### src/rtl/vu_level_scheduler_if.sv
// Requester-side bus of the VU level scheduler: one req/ack pair and one
// 8-bit sample slot per meter channel, channel 0 in the top byte.
interface vu_level_scheduler_if #(
  parameter int pack_no = 16
);
  logic [pack_no-1:0]   req;
  logic [pack_no*8-1:0] level_in;
  logic [pack_no-1:0]   ack;

  modport master (output req, output level_in, input ack);
  modport slave  (input req, input level_in, output ack);
endinterface

### src/rtl/vu_level_scheduler.sv
// Round-robin sample collector with shadow registers, vsync-aligned commit
// sweep and per-channel peak-hold with linear decay for the VGA bar renderer.
module vu_level_scheduler #(
  parameter int pack_no     = 16,
  parameter int w           = pack_no * 8,
  parameter int HOLD_FRAMES = 30,
  parameter int DECAY       = 4
) (
  input  logic                 clk,
  input  logic                 rst,
  input  logic                 v_sync,
  vu_level_scheduler_if.slave  rq,
  output logic [w-1:0]         levels_out,
  output logic [w-1:0]         peak_out,
  output logic                 busy,
  output logic                 frame_done
);
  localparam int IW = (pack_no > 1) ? $clog2(pack_no) : 1;

  typedef enum logic {IDLE, UPDATE} state_t;

  state_t               state_q, state_d;
  logic [IW-1:0]        idx_q, idx_d;
  logic [IW-1:0]        ptr_q, ptr_d;
  logic [pack_no-1:0]   ack_q, ack_d;
  logic                 vs_q;
  logic                 busy_q, busy_d;
  logic                 frame_done_q, frame_done_d;
  logic [7:0]           shadow_q [pack_no];
  logic [7:0]           shadow_d [pack_no];
  logic [7:0]           levels_q [pack_no];
  logic [7:0]           levels_d [pack_no];
  logic [7:0]           peak_q   [pack_no];
  logic [7:0]           peak_d   [pack_no];
  logic [7:0]           hold_q   [pack_no];
  logic [7:0]           hold_d   [pack_no];

  logic                 tick;
  logic [pack_no-1:0]   eligible;
  logic                 found;
  logic [IW-1:0]        win;
  logic [7:0]           cur_s, cur_p, cur_h, decayed;
  logic [8:0]           dec9;

  assign tick     = vs_q & ~v_sync;
  // A channel still showing ack cannot win again while its requester drops req.
  assign eligible = rq.req & ~ack_q;

  always_comb begin
    found = 1'b0;
    win   = ptr_q;
    for (int k = 1; k <= pack_no; k++) begin
      if (!found && eligible[IW'((int'(ptr_q) + k) % pack_no)]) begin
        found = 1'b1;
        win   = IW'((int'(ptr_q) + k) % pack_no);
      end
    end
  end

  assign cur_s   = shadow_q[idx_q];
  assign cur_p   = peak_q[idx_q];
  assign cur_h   = hold_q[idx_q];
  assign dec9    = {1'b0, cur_p} - 9'(DECAY);
  assign decayed = dec9[8] ? 8'd0 : dec9[7:0];

  always_comb begin
    state_d      = state_q;
    idx_d        = idx_q;
    ptr_d        = ptr_q;
    ack_d        = '0;
    busy_d       = busy_q;
    frame_done_d = 1'b0;
    shadow_d     = shadow_q;
    levels_d     = levels_q;
    peak_d       = peak_q;
    hold_d       = hold_q;

    if (found) begin
      ack_d[win]    = 1'b1;
      ptr_d         = win;
      shadow_d[win] = rq.level_in[w-1-8*int'(win) -: 8];
    end

    case (state_q)
      IDLE: begin
        if (tick) begin
          state_d = UPDATE;
          idx_d   = '0;
          busy_d  = 1'b1;
        end
      end
      UPDATE: begin
        // Commit reads shadow_q, so a same-edge arbiter write lands next frame.
        levels_d[idx_q] = cur_s;
        if (cur_s >= cur_p) begin
          peak_d[idx_q] = cur_s;
          hold_d[idx_q] = 8'(HOLD_FRAMES);
        end else if (cur_h != 8'd0) begin
          hold_d[idx_q] = cur_h - 8'd1;
        end else begin
          peak_d[idx_q] = (decayed > cur_s) ? decayed : cur_s;
        end
        if (idx_q == IW'(pack_no - 1)) begin
          state_d      = IDLE;
          idx_d        = '0;
          busy_d       = 1'b0;
          frame_done_d = 1'b1;
        end else begin
          idx_d = idx_q + 1'b1;
        end
      end
      default: state_d = IDLE;
    endcase
  end

  always_ff @(posedge clk or posedge rst) begin
    if (rst) begin
      state_q      <= IDLE;
      idx_q        <= '0;
      ptr_q        <= IW'(pack_no - 1);
      ack_q        <= '0;
      vs_q         <= 1'b1;
      busy_q       <= 1'b0;
      frame_done_q <= 1'b0;
      for (int i = 0; i < pack_no; i++) begin
        shadow_q[i] <= 8'd0;
        levels_q[i] <= 8'd0;
        peak_q[i]   <= 8'd0;
        hold_q[i]   <= 8'd0;
      end
    end else begin
      state_q      <= state_d;
      idx_q        <= idx_d;
      ptr_q        <= ptr_d;
      ack_q        <= ack_d;
      vs_q         <= v_sync;
      busy_q       <= busy_d;
      frame_done_q <= frame_done_d;
      shadow_q     <= shadow_d;
      levels_q     <= levels_d;
      peak_q       <= peak_d;
      hold_q       <= hold_d;
    end
  end

  assign rq.ack     = ack_q;
  assign busy       = busy_q;
  assign frame_done = frame_done_q;

  for (genvar gi = 0; gi < pack_no; gi++) begin : g_pack
    assign levels_out[w-1-8*gi -: 8] = levels_q[gi];
    assign peak_out[w-1-8*gi -: 8]   = peak_q[gi];
  end
endmodule

### src/flat_wrapper.sv
// flat-port wrapper written by rule: the top's interface ports become plain ports
module vu_level_scheduler_flat 
#(
  parameter int pack_no     = 16,
  parameter int w           = pack_no * 8,
  parameter int HOLD_FRAMES = 30,
  parameter int DECAY       = 4
)
  (clk, rst, v_sync, levels_out, peak_out, busy, frame_done, rq_req, rq_level_in, rq_ack);
  vu_level_scheduler_if #(.pack_no(pack_no)) rq_i ();
  input  logic clk;
  input  logic rst;
  input  logic v_sync;
  output logic [w-1:0] levels_out;
  output logic [w-1:0] peak_out;
  output logic busy;
  output logic frame_done;
  input wire logic [$bits(rq_i.req)-1:0] rq_req;
  input wire logic [$bits(rq_i.level_in)-1:0] rq_level_in;
  output wire logic [$bits(rq_i.ack)-1:0] rq_ack;
  assign rq_i.req = rq_req;
  assign rq_i.level_in = rq_level_in;
  assign rq_ack = rq_i.ack;
  vu_level_scheduler #(.pack_no(pack_no), .w(w), .HOLD_FRAMES(HOLD_FRAMES), .DECAY(DECAY)) u_core (.clk(clk), .rst(rst), .v_sync(v_sync), .rq(rq_i), .levels_out(levels_out), .peak_out(peak_out), .busy(busy), .frame_done(frame_done));
endmodule
### config.mk
export PLATFORM = sky130hd
export DESIGN_NAME = vu_level_scheduler_flat
export DESIGN_NICKNAME = d
export VERILOG_FILES = /design/src/rtl/vu_level_scheduler_if.sv /design/src/rtl/vu_level_scheduler.sv /design/src/flat_wrapper.sv
export SDC_FILE = /design/constraint.sdc
export NUM_CORES = 1
export LEC_CHECK = 0
export CAP_MARGIN = 20
export CORE_UTILIZATION = 50
export CTS_CLUSTER_SIZE = 24
export DETAILED_ROUTE_END_ITERATION = 8
export DONT_BUFFER_PORTS = 1
export PLACE_DENSITY_LB_ADDON = 0.25
export SYNTH_ARGS = -nofsm -noshare
export SYNTH_HDL_FRONTEND = slang
export SYNTH_SLANG_ARGS = --single-unit
### constraint.sdc
create_clock -name clk -period 51.9 [get_ports clk]
set_input_delay 7.785 -clock clk [delete_from_list [all_inputs] [get_ports clk]]
set_output_delay 7.785 -clock clk [all_outputs]
set_load 0.03 [all_outputs]
==> results.py <==
metrics = {
    "critical_path": {
        "rr_worst_depth": 15,
        "critPathMaxStageDelay_ps": 840,
        "cp_slowest_cell": "nor4b_4",
        "r2r_start": "u_core.ptr_q[1]",
        "cp-startpoint": "rq_req[13]",
        "worstPathRequired_ps": 52400,
        "reg2reg_to": "u_core.shadow_q[32]",
        "cp_top_family": "simple AND/OR/NAND/NOR gates",
        "endpoint": "u_core.shadow_q[32]",
        "regToRegSetupSlack_ps": 44050,
        "crit_path_start_kind": "input port",
        "path_class": "in2reg",
        "crit_path_max_fanout": 40,
        "cp.arrival_ps": 12840,
        "crit_cells": 12,
        "crit_chain": "or3b_2 -> and2_1 -> mux4_2 -> mux2i_2 -> nor3_2 -> and3_1 -> a211oi_2 -> xnor2_4 -> buf_4 -> nor2b_1 -> nor4b_4 -> mux2_4",
        "path_buf_inv": 1,
        "end_kind": "register",
    },
    "global_route": {
        "grt_max_degree": 106,
        "antenna_found_initial": 10,
        "grt_pass1_vias": 19000,
        "global_route.overflow_total": 0,
        "grt.total_usage_pct": 29.9,
        "grt_pass1_wl_mm": 125,
    },
    "floorplanning": {
        "core_area_mm2": 0.0541,
        "die_w_um": 237,
        "initial_core_util_pct": 50.9,
        "rows": 85,
        "io_pins": 421,
        "fp.dieH_um": 237,
        "dieArea_mm2": 0.0561,
    },
    "sta": {
        "setup_viol": 0,
        "period_minus_slack_ps": 12340,
        "fmax_ghz": 0.0810,
        "rsz0062_at_grt": "false",
        "worst_clock_skew_ps": 18.9,
        "fin_tns_setup_ps": 0,
        "relSlewSlack_pct": 19.4,
        "hold_violations": 0,
        "tightest_slew_ps": 1200,
        "whs_ps": 485,
        "fin_ws_ps": 39560,
        "fin_crit_sh_pct": 23.8,
        "slew_violations": 0,
    },
    "placed_design": {
        "io_buffers": 0,
        "pre_cts_ws_ps": 39030,
        "gp_congestion": 0.978,
        "dpl.hpwl_mm": 60.0,
    },
    "finish": {
        "n_fill_cell": 4413,
        "nets": 2295,
        "areaGrowthSynthToFinish_pct": 9.32,
        "drive_gt1_share_pct": 33.2,
        "regArea_mm2": 0.0135,
        "multi_input_area_mm2": 0.0133,
    },
    "flow_run": {
        "drv_cap": 0,
    },
    "clock_tree": {
        "ctsResizeCount": 0,
        "cts_tree": "yes",
        "cts_setup_buffers": 0,
        "cts_max_level": 2,
        "clk_pin_slew_ps": 60,
        "clock-sinks": 540,
        "cts_buffer_depth": 3,
        "cts-root-buf": "clkbuf_16",
        "cts_hold_buffers": 0,
        "cts_buffers": 57,
        "insertion_delay_ps": 620,
    },
    "drt": {
        "drt_iter0_drc": 1361,
        "vias": 18600,
        "routed_via_density": 6.48,
        "firstDrtPassIters": 5,
        "antenna_left": 0,
        "wl_per_cell_um": 29.1,
        "drc_errors": 0,
        "routed_wl_mm": 83.3,
    },
    "logic_synthesis": {
        "async_reset_ff_share_pct": 100,
        "syn_nets": 2336,
        "synth_top_cell_area_share_pct": 48.6,
        "netlist_instances": 2160,
        "syn_avg_cell_area_um2": 12.8,
        "synth_area_mm2": 0.0276,
        "yosys_register_bits": 540,
        "synth_area_leaders": "dfrtp_1 (49%), mux2_2 (16%), mux4_2 (12%)",
        "synth_largest_area_cell": "dfrtp_1",
        "synth_edf_count": 0,
        "seq_area_frac_synth_pct": 49.0,
        "synth_cell_type_count": 93,
        "synth_warnings": 0,
        "synthTopCellsByCount": "dfrtp_1 (535), mux2_2 (382), nand2_1 (181)",
        "ys.flop_type": "dfrtp_1",
        "post-synth-top-count-cell": "dfrtp_1",
    },
    "worst_hold_path": {
        "hold_class": "reg2reg",
    },
    "outcome": {
        "status": "finished, final reports clean",
    },
}
[placed cells by master (no fill, tap or decap), drive strengths merged, types with 10 or more instances in the layout]
master and n:
dfrtp 535, mux2 396, nand2 182, o21ai 155, mux4 141, nor2 105, clkbuf 83, mux2i 49
inv 49, nand3 36, nand4 34, buf 32, ha 29, a21oi 22, nor2b 21, nand2b 19
and2 19, a31oi 18, xnor2 16, clkinv 14, nand3b 12, or3b 11, a2bb2oi 10, a21boi 10
xor2 10
[sequential cells by signal (all words and copies together) (netlist names)]
signal	flops
u_core.frame_done	1
u_core.hold_q	128
u_core.ptr_q	4
u_core.shadow_q	128
u_core.vs_q	1
u_core.peak_out	128
u_core.rq.ack	16
u_core.levels_out	128
u_core.state_q	1
u_core.busy	1
u_core.idx_q	4
[through the flow]
step | area [µm²] | utilization [%] | std cells
floorplan | 27600 | - | 2160
global placement | 28100 | 52.0 | 2752
detailed placement | 28100 | 52.0 | 2752
CTS | 30100 | 55.6 | 2857
global route | 30100 | 55.6 | 2861
finish | 30100 | 55.7 | 2865
[kinds of logic (layout without fill, tap and decap cells)]
| group | count (synthesis) | in the layout | synth area share [%] |
|---|---|---|---|
| AO/OA/AOI/OAI | 316 | 316 | 7.48 |
| buffers and inverters | 181 | 186 | 2.76 |
| XOR/XNOR | 26 | 26 | 0.908 |
| adder cells (fa/ha/maj) | 29 | 29 | 1.32 |
| multiplexers | 586 | 586 | 29.6 |
| other | 0 | 4 | 0 |
| flip-flops | 540 | 540 | 49.0 |
| AND/OR/NAND/NOR | 482 | 482 | 8.87 |
[cell type report]
type,instances,share of cell area (%)
clock buffers,83,5.59
flip-flops and latches,540,44.9
well taps,696,2.89
multi-input cells,1439,44.2
inverters,49,0.644
repair buffers,32,0.797
clock inverters,22,0.926
diodes,4,0.0332
[worst min path at each step]
stage          slack [ps]  cells after the start           startpoint                   to
2_1_floorplan         450                      1  u_core.shadow_q[56]  u_core.shadow_q[56]
3_3_place_gp          470                      1  u_core.shadow_q[59]  u_core.shadow_q[59]
3_5_place_dp          470                      1     u_core.hold_q[9]     u_core.hold_q[9]
4_1_cts               490                      1     u_core.hold_q[9]     u_core.hold_q[9]
5_1_grt               500                      1  u_core.shadow_q[57]  u_core.shadow_q[57]
6_report              490                      1    u_core.hold_q[33]    u_core.hold_q[33]
[metal layers]
metal | part of all wire, % | wire, µm | track usage, % | up-vias
met4 | 3.4 | 2870 | 10.6 | 10
li1 | - | - | - | 7928
met1 | 40 | 33300 | 39.2 | 9665
met5 | 0.082 | 68 | 0 | -
met3 | 11 | 8900 | 10.9 | 153
met2 | 46 | 38100 | 45.7 | 813
Power is not shown: default switching activity piles up to over one toggle a cycle in this logic, so the estimate is an artifact.
